## src/rtl/demo_scene_sequencer.sv

```systemverilog
// Frame-synchronous scene sequencer for the pixel colour datapath.
// Scene index and solid colour only ever change on a vsync rising edge.
module demo_scene_sequencer #(
    parameter int unsigned NUM_SCENES        = 12,
    parameter int unsigned FRAMES_PER_SCENE  = 240,
    parameter int unsigned COLOR_STEP_FRAMES = 8,
    parameter logic [5:0]  RESET_COLOR       = 6'h30
) (
    input  logic        clk,
    input  logic        rst,
    input  logic        vsync,
    input  logic        next_btn,
    input  logic        hold,
    output logic [7:0]  background_state,
    output logic [5:0]  solid_color,
    output logic        scene_start,
    output logic [15:0] frame_in_scene
);

    localparam int unsigned SCENE_W = 8;
    localparam int unsigned COLOR_W = 6;
    localparam int unsigned FRAME_W = 16;
    localparam int unsigned DIV_W   = 8;

    localparam logic [SCENE_W-1:0] LAST_SCENE = SCENE_W'(NUM_SCENES - 1);
    localparam logic [FRAME_W-1:0] LAST_FRAME = FRAME_W'(FRAMES_PER_SCENE - 1);
    localparam logic [DIV_W-1:0]   LAST_DIV   = DIV_W'(COLOR_STEP_FRAMES - 1);

    typedef enum logic [0:0] {
        ST_RUN   = 1'b0,
        ST_PAUSE = 1'b1
    } state_t;

    state_t state;
    state_t state_next;

    logic vsync_meta;
    logic vsync_sync;
    logic vsync_prev;
    logic sync_valid;
    logic vsync_armed;
    logic btn_meta;
    logic btn_sync;
    logic btn_prev;
    logic hold_meta;
    logic hold_sync;

    logic frame_tick;
    logic btn_rise;
    logic tick_accept;
    logic skip_pending;
    logic consume_skip;

    logic [DIV_W-1:0]   color_div;
    logic [DIV_W-1:0]   div_next;
    logic [SCENE_W-1:0] scene_next;
    logic [COLOR_W-1:0] color_next;
    logic [FRAME_W-1:0] frame_next;
    logic               start_next;

    // Input synchronizers. vsync_armed blocks a tick until vsync has really
    // been seen low after reset, so a vsync held high through reset is ignored.
    always_ff @(posedge clk) begin
        if (rst) begin
            vsync_meta  <= 1'b0;
            vsync_sync  <= 1'b0;
            vsync_prev  <= 1'b0;
            sync_valid  <= 1'b0;
            vsync_armed <= 1'b0;
            btn_meta    <= 1'b0;
            btn_sync    <= 1'b0;
            btn_prev    <= 1'b0;
            hold_meta   <= 1'b0;
            hold_sync   <= 1'b0;
        end else begin
            vsync_meta  <= vsync;
            vsync_sync  <= vsync_meta;
            vsync_prev  <= vsync_sync;
            sync_valid  <= 1'b1;
            vsync_armed <= vsync_armed | (sync_valid & ~vsync_meta);
            btn_meta    <= next_btn;
            btn_sync    <= btn_meta;
            btn_prev    <= btn_sync;
            hold_meta   <= hold;
            hold_sync   <= hold_meta;
        end
    end

    assign frame_tick  = vsync_sync & ~vsync_prev & vsync_armed;
    assign btn_rise    = btn_sync & ~btn_prev;
    // A tick with hold low is processed both in RUN and when leaving PAUSE.
    assign tick_accept = frame_tick & ~hold_sync;

    // A fresh button edge in the consuming cycle re-arms the skip.
    always_ff @(posedge clk) begin
        if (rst) begin
            skip_pending <= 1'b0;
        end else begin
            skip_pending <= btn_rise | (skip_pending & ~consume_skip);
        end
    end

    always_ff @(posedge clk) begin
        if (rst) begin
            state <= ST_RUN;
        end else begin
            state <= state_next;
        end
    end

    always_comb begin
        state_next = state;
        case (state)
            ST_RUN: begin
                if (frame_tick && hold_sync) begin
                    state_next = ST_PAUSE;
                end
            end
            ST_PAUSE: begin
                if (frame_tick && !hold_sync) begin
                    state_next = ST_RUN;
                end
            end
            default: state_next = ST_RUN;
        endcase
    end

    // Per-tick update of scene, frame count and colour animation.
    always_comb begin
        scene_next   = background_state;
        color_next   = solid_color;
        frame_next   = frame_in_scene;
        div_next     = color_div;
        start_next   = 1'b0;
        consume_skip = 1'b0;

        if (tick_accept && (skip_pending || frame_in_scene == LAST_FRAME)) begin
            scene_next   = (background_state == LAST_SCENE) ? SCENE_W'(0)
                                                            : background_state + SCENE_W'(1);
            frame_next   = FRAME_W'(0);
            div_next     = DIV_W'(0);
            start_next   = 1'b1;
            consume_skip = 1'b1;
            if (scene_next == SCENE_W'(0)) begin
                color_next = RESET_COLOR;
            end
        end else if (tick_accept) begin
            frame_next = frame_in_scene + FRAME_W'(1);
            if (background_state == SCENE_W'(0)) begin
                if (color_div == LAST_DIV) begin
                    div_next   = DIV_W'(0);
                    color_next = solid_color + COLOR_W'(1);
                end else begin
                    div_next   = color_div + DIV_W'(1);
                end
            end
        end
    end

    always_ff @(posedge clk) begin
        if (rst) begin
            background_state <= SCENE_W'(0);
            solid_color      <= RESET_COLOR;
            scene_start      <= 1'b0;
            frame_in_scene   <= FRAME_W'(0);
            color_div        <= DIV_W'(0);
        end else begin
            background_state <= scene_next;
            solid_color      <= color_next;
            scene_start      <= start_next;
            frame_in_scene   <= frame_next;
            color_div        <= div_next;
        end
    end

endmodule

```

## config.mk

```make
export PLATFORM = sky130hd
export DESIGN_NAME = demo_scene_sequencer
export DESIGN_NICKNAME = d
export VERILOG_FILES = /design/src/rtl/demo_scene_sequencer.sv
export SDC_FILE = /design/constraint.sdc
export NUM_CORES = 1
export LEC_CHECK = 0
export CORE_UTILIZATION = 55
export CTS_BUF_LIST = sky130_fd_sc_hd__clkbuf_16
export CTS_CLUSTER_DIAMETER = 40
export DETAILED_ROUTE_END_ITERATION = 10
export PLACE_DENSITY = 0.8
export SYNTH_ARGS = -nofsm -noshare
export SYNTH_HDL_FRONTEND = slang
export SYNTH_SLANG_ARGS = --single-unit
```

## constraint.sdc

```tcl
create_clock -name clk -period 3 [get_ports clk]
set_input_delay 0.3 -clock clk [delete_from_list [all_inputs] [get_ports clk]]
set_output_delay 0.3 -clock clk [all_outputs]
set_load 0.05 [all_outputs]
```

==> metrics list, run 1 <==
* Critical Path, Cell by Cell: ha_1 > nor4b_1 > a41oi_2 > o21ai_4 > a21o_1 > nor2_1
* Clock tree from TritonCTS: yes
- Top cell type's share of synthesized area: 42.3%
- Cell count along the critical path: 6
* RSZ-0062 raised after global routing: no
- Along the worst path, the maximum fanout reaches 26.
- Max Cap Violations: 0
- Kind of end point of the critical path: flop
* Cell area after technology mapping: 2370 µm²
- Global-route met2 utilization: 38.9%
* Cell row count: 23
- Global routing used 23.4% of the available tracks.
- The first global-routing pass estimated 8.10 mm of wire.
* Fill cell count: 317
- Finished layout cell area: 2890 µm²
* Net count after synthesis: 281
- Hold buffers post-CTS: 0
- In the synthesized netlist the dominant register cell turns out to be sky130_fd_sc_hd__dfxtp_1.
- Via count normalized by instance count: 5.69
* Count of endpoints failing setup in the final report: 0
* Number of antenna-violating nets in the routed design: 0
- For this run, the number of Yosys warnings is 0.
* Total of buffers placed on input and output ports: 35
- Mean routed wirelength per cell: 13.9 µm
- Routed wire length: 4.96 mm
* Most Used Layer, Global Route: met2
* Number of different library cells in the post-synthesis netlist: 47
- Antenna diode count: 0
- Post-cts sizing count: 0
- Gpl congestion: 0.857
- The worst hold path belongs to the class reg2reg.
* Setup TNS: 0 ns
- After global routing the overflow that remains totals 0.
- Clock-pin slew was measured on the worst setup and hold paths at 0.07 ns.
- Number of global-route vias before repair: 1763
* Number of antenna violations at the first check in global routing: 0
- The detailed router finished its first iteration with 124 violations.
- The routed design could run at a clock period as short as 2.34 ns.
* Height of the die: 67.6 µm
* Grt met1 use: 31.2%
* Initial core utilization: 58.3%
* Total power: 1.28 mW
- Together, buffers and inverters on the worst path number 0.
- Share of the yosys chip area belonging to registers: 42.3%
- The first detailed-routing pass took 4 iterations.
* Leakage power of the design: 1.01 nW
- For the worst flop-to-flop path, the logic depth is 6.
* Number of clock buffers inserted by TritonCTS: 5
* Most instantiated cells after synthesis: 50 x sky130_fd_sc_hd__dfxtp_1, 32 x sky130_fd_sc_hd__nor2_1, 22 x sky130_fd_sc_hd__nand2_1
- Origin of the worst setup path: frame_in_scene[0]
* Core area: 4060 µm²
- The most critical setup path has its endpoint at color_div[7].
- In the global route stage, met3 resource usage came out at 5.07%.
- Final worst-path cycle share: 78.0%
* Net total in the final layout: 316
- Data required time at the worst endpoint: 3.17 ns
- For this run, the top clock speed supported by timing is 0.428 GHz.
- TritonCTS Sinks: 50
- Main area contributors after synthesis: sky130_fd_sc_hd__dfxtp_1 42%, sky130_fd_sc_hd__xnor2_1 5.6%, sky130_fd_sc_hd__nor2_1 5.1%
- Headroom to the max-slew limit came out at 54.6%.
- Category of cells accounting for the largest share of critical-path delay: compound AO/OA/AOI/OAI gates
- Die width: 67.6 µm
* Count of H-tree levels built during CTS: 2
- After synthesis, the share of flip-flops with an asynchronous set or reset is 0%.
- Worst-margin pin slew: 0.679 ns
* Count of flip-flops with a built-in enable after synthesis: 0
* Cell at the root of the clock tree: sky130_fd_sc_hd__clkbuf_16
* DRC violations left: 0
- Run status: finished, final reports clean
* CTS Buffer Depth: 2
- Classification of the worst setup path: reg2reg
- Entering global routing, the biggest net connects 27 pins.
- Synthesis produced a netlist whose cell count is 270.
- Clk_lat worst skew: 0.29 ns
* Post-placement cell area: 2740 µm²
* Critical path launch point type: flop
- In this run, synthesis produced a sequential element count of 50.
- A synthesized cell averages 8.76 µm².
- Post-route clock skew: 0.00482 ns
* Pwr Density: 441 nW/µm²
- Share of cells above drive strength 1: 5.56%
- The die covers 4570 µm².
- Number of ports placed on the die boundary: 36
- Worst r2r dst: color_div[7]
* Register-to-register path setup slack: 0.66 ns
- For this run, the slowest stage of the critical path takes 0.65 ns.
- Biggest area consumer among synthesized cells: sky130_fd_sc_hd__dfxtp_1
- Cell with the most instances after synthesis: sky130_fd_sc_hd__dfxtp_1
* Final max-slew violation count: 0
- Relative to the synthesized area, the layout overhead comes to 22.3%.
- Buffers added to address setup during post-CTS repair amount to 0.
* Slowest cell on the critical path: sky130_fd_sc_hd__o21ai_4
* Worst vdd ir: 0.401 mV
- Data arrives at the worst endpoint at 2.51 ns.
- The final route contains 2027 vias.
* Number of hold violations in the final report: 0
- Startpoint of the most critical register-to-register path: frame_in_scene[0]
* Post-detailed-placement half-perimeter wirelength: 3.43 mm
## final cells by class
cell class              instances  area [µm²]  share of cell area (%)
clock buffers                   5         125                    4.32
flip-flops and latches         50        1000                    34.6
multi-input cells             200        1280                    44.1
inverters                      12        45.0                    1.56
repair buffers                 36         358                    12.4
well taps                      50        62.6                    2.16
clock inverters                 3        25.0                   0.865
## metrics by stage
step / std cells / util (%) / hold slack, ns / setup WS, ns
after floorplan: 270 / - / 0.414 / 0.696
after global placement: 348 / 67.6 / 0.415 / 0.797
after detailed placement: 348 / 67.6 / 0.429 / 0.678
after CTS: 356 / 71.3 / 0.441 / 0.657
after global routing: 356 / 71.3 / 0.466 / 0.447
final: 356 / 71.3 / 0.442 / 0.661
## placed cells by master, fill, tap and decap left out, drive strengths merged, types with 2 or more instances in the layout
cell type / count
a21o: 4
nand3: 15
and4: 4
or4: 2
nor2: 32
inv: 13
xor2: 7
ha: 6
nor4: 5
a21oi: 15
nor2b: 9
nand2: 22
nor4b: 4
xnor2: 15
a211oi: 2
nand4: 7
nor3b: 3
o21ai: 8
or3: 5
dfxtp: 50
and2: 3
nor3: 13
and3: 3
clkdlybuf4s50: 35
clkbuf: 5
## registers in the layout, indices dropped and copies added, names as in the netlist
name / count
frame_in_scene: 16
background_state: 8
color_div: 8
solid_color: 6
btn_meta: 1
btn_prev: 1
btn_sync: 1
hold_meta: 1
hold_sync: 1
scene_start: 1
skip_pending: 1
sync_valid: 1
vsync_armed: 1
vsync_meta: 1
vsync_prev: 1
vsync_sync: 1
## power breakdown
part           leakage [nW]  total [mW]  internal, mW  switching, mW
clock network        0.0704       0.564         0.313          0.251
logic                 0.537      0.0372        0.0141         0.0230
registers             0.405       0.675         0.671        0.00397
## per-layer routing
layer	up-vias	share of wire (%)
li1	1024	-
met3	7	3.8
met1	944	47
met4	0	0.58
met5	-	0
met2	52	48
## cell families after synthesis
kind of cell	Yosys count	synth area share, %
AOI/OAI and AO/OA	38	11.1
xor gates and xnor gates	22	8.14
adders and majority gates	6	3.17
buffers and inverters	20	3.70
DFF	50	42.3
muxes	1	0.423
and+or+nand+nor	133	31.1
## worst min-delay path, stage by stage, from the launching register on
cell and delay (ns):
sky130_fd_sc_hd__dfxtp_1 0.30, sky130_fd_sc_hd__inv_1 0.06, sky130_fd_sc_hd__nor2_1 0.04
## how the worst min path moves through the flow
| stage | slack, ns | start | depth (start not counted) | endpoint |
|---|---|---|---|---|
| detailed placement | 0.43 | vsync_meta | 2 | vsync_sync |
| CTS | 0.44 | vsync_meta | 2 | vsync_sync |
| floorplan | 0.41 | btn_meta | 1 | btn_sync |
| finish | 0.44 | vsync_meta | 2 | vsync_sync |
| global route | 0.47 | hold_meta | 1 | hold_sync |
| global placement | 0.42 | hold_meta | 1 | hold_sync |
Note: power is estimated with default switching activity, not from simulation.
==> run 2, diff against run 1 <==
CORE_UTILIZATION = 53   (was 55)
PLACE_DENSITY = 0.78   (was 0.8)
clock period = 2.22 ns   (was 3 ns; I/O delays follow)
==> run 2 against run 1 <==
Global-route usage decreased by 0.85 points; power rose by 42%; count of clock-buffer cells in the layout is the same; sequential power rose by 35%; largest cell class unchanged; combinational power is 49% higher; hold slack got worse by 0.0087 ns; critical endpoint is now solid_color[5]; cell area rose by 2.6%; die area grew 3.7%.
==> metrics list, run 2 (synthesis results as in run 1) <==
- For the pin with the worst max-slew slack, the measured transition is 0.518 ns.
- For this design the ratio of total power to cell area is 610 nW/µm².
- The register with the most flip-flops in the final layout is frame_in_scene.
- Summed over all layers, the routed wires come to 4.89 mm.
- DRC violations left: 0
* Area taken by multi-input logic gates: 1280 µm²
- Number of global-route vias before repair: 1803
- Counting every sink on the clock net gives 50.
* Total global-route track usage: 22.5%
* Total of buffers placed on input and output ports: 35
* Critical path launch point type: flop
* Global-route wire length before repair: 7.96 mm
- Setup repair after global routing left no endpoint under its margin.
- Detailed placement ended at an HPWL of 3.39 mm.
* Die width: 68.8 µm
- For the worst setup path, the data required time is 2.43 ns.
- Initial core utilization: 57.1%
- At the later pin of the worst-skew pair, clock insertion delay measures 0.28 ns.
- The tree is rooted in a sky130_fd_sc_hd__clkbuf_16.
* Worst vdd ir: 0.562 mV
- After the last flow step, the layout net total stands at 323.
- Kind of end point of the critical path: flop
- Most frequent cells in the layout: 46 x sky130_fd_sc_hd__dfxtp_1, 35 x sky130_fd_sc_hd__clkdlybuf4s50_1, 31 x sky130_fd_sc_hd__nor2_1
- The max-slew violation total from the final report is 0.
* Final Critical Period: 2.06 ns
- Static timing analysis puts the maximum clock frequency at 0.486 GHz.
- The path class of the tightest hold or removal check is reg2reg.
- After the flow finishes, the layout carries non-filler instances totaling 363.
- For this block, the initial DRC count from the detailed router was 136.
- In this run, placement finished with an instance count of 354.
- The die is 68.8 µm tall.
- Relative slew margins: 65.4%
- Along the worst path, the maximum fanout reaches 4.
- The floorplan step defined a core boundary enclosing 4140 µm².
* Total global routing overflow: 0
- Critical Path, Cell by Cell: ha_1 > nor4b_2 > nand3_1 > or4_1 > nor3b_1 > a211oi_2
* Fill cell count: 344
- Number of antenna violations at the first check in global routing: 0
- The number of antenna diodes in the final layout is 0.
- Count of endpoints failing setup in the final report: 0
- The final hold violation count was 0.
- Clock-pin slew was measured on the worst setup and hold paths at 0.06 ns.
- Cells fill 71.7% of the core in the end.
- Leakage power of the design: 1.06 nW
- Detailed-route via count: 2028
- Max-cap violations in this run came to 0.
- Mean routed wirelength per cell: 13.5 µm
* Run status: finished, final reports clean
- Number of ports placed on the die boundary: 36
* Number of clock buffers inserted by TritonCTS: 5
* Setup TNS: 0 ns
- Area taken by flip-flops and latches: 1010 µm²
- For this design, the CTS-stage hold fixing added 0 buffers.
* Final setup slack of the worst path: 0.161 ns
- Among all stages on the critical path, the largest delay is contributed by sky130_fd_sc_hd__or4_1.
* Number of antenna-violating nets in the routed design: 0
- Flip-flop count of the largest register, all copies and words added: 16
* Worst slack at placement: 0.110 ns
* Cell row count: 23
- Critical Path Max Stage Delay: 0.57 ns
* Clock tree from TritonCTS: yes
* CTS Buffer Depth: 2
- Most frequent standard cell in the layout excluding fill and tap cells: sky130_fd_sc_hd__dfxtp_1
- Count of H-tree levels built during CTS: 2
* First-pass DRT Iterations: 4
* Maximum number of pins on one net before global-route repair: 21
- Die outline area: 4740 µm²
- STA puts the critical path data arrival time at 2.27 ns.
- The area growth from synthesis to layout is 25.5%.
- Post-route clock skew: 0.00266 ns
- The congestion estimate from routability-driven global placement came to 0.924.
- With fillers left out, the area of the finished cells amounts to 2970 µm².
- Classification of the worst setup path: reg2reg
- Post-placement cell area: 2790 µm²
- Dividing the final minimum period by the clock period gives 92.7%.
- Dividing the detail-routed via count by the number of cells gives 5.59.
- Largest regs: frame_in_scene: 16 flops, background_state: 8 flops, color_div: 8 flops
* Share of cells above drive strength 1: 8.95%
## run 2: changes by cell type in the layout (fill, tap and decap cells not counted), sizes merged
cell and change:
bufinv +1, buf +7, clkinv -1
## run 2: repair_timing
item	4_1_cts	5_1_grt
resized for setup	0	1
buffers inserted	0	1
hold endpoints to repair	0	0
setup endpoints to repair	0	3
## run 2: metal layers
layer / vias to the layer above / global-route usage [%] / share of wire (%)
li1: 1032 / - / -
met1: 938 / 28.9 / 47
met2: 53 / 36.5 / 46
met3: 5 / 5.59 / 5.6
met4: 0 / 8.42 / 0.96
met5: - / 0 / 0
## run 2: worst paths after layout
path / startpoint / end / slack, ns / cells after the start
worst max-delay path: color_div[0] / solid_color[5] / 0.16 / 6
worst min register to register: btn_meta / btn_sync / 0.43 / 1
worst max register to register: color_div[0] / solid_color[5] / 0.16 / 6
worst min-delay path: btn_meta / btn_sync / 0.43 / 1
## run 2: report_power, final
part / leakage (nW) / switching, mW / internal [mW]
sequential: 0.407 / 0.00505 / 0.907
clock: 0.0812 / 0.316 / 0.527
combinational: 0.571 / 0.0329 / 0.0226
total: 1.06 / 0.354 / 1.46
## run 2: metrics by stage
step / hold WS, ns / power [mW]
detailed placement: 0.424 / 0.986
floorplan: 0.350 / 0.967
finish: 0.434 / 1.81
global placement: 0.415 / 0.985
global route: 0.461 / 1.87
CTS: 0.439 / 1.83
## run 2: cell type report
| type | instances | share of cell area [%] |
|---|---|---|
| multi-input combinational | 200 | 43.1 |
| sequential | 50 | 33.9 |
| timing repair buffer | 43 | 13.8 |
| clock buffer | 5 | 4.21 |
| tap | 50 | 2.11 |
| inverter | 12 | 1.52 |
| clock inverter | 3 | 1.39 |
## run 2: worst max-delay path: cells and delay by family (launching register included)
kind / cells / cell delay [ns]
AO/OA/AOI/OAI: 1 / 0.19
adder cells (fa/ha/maj): 1 / 0.26
flip-flops: 1 / 0.40
AND/OR/NAND/NOR: 4 / 1.14
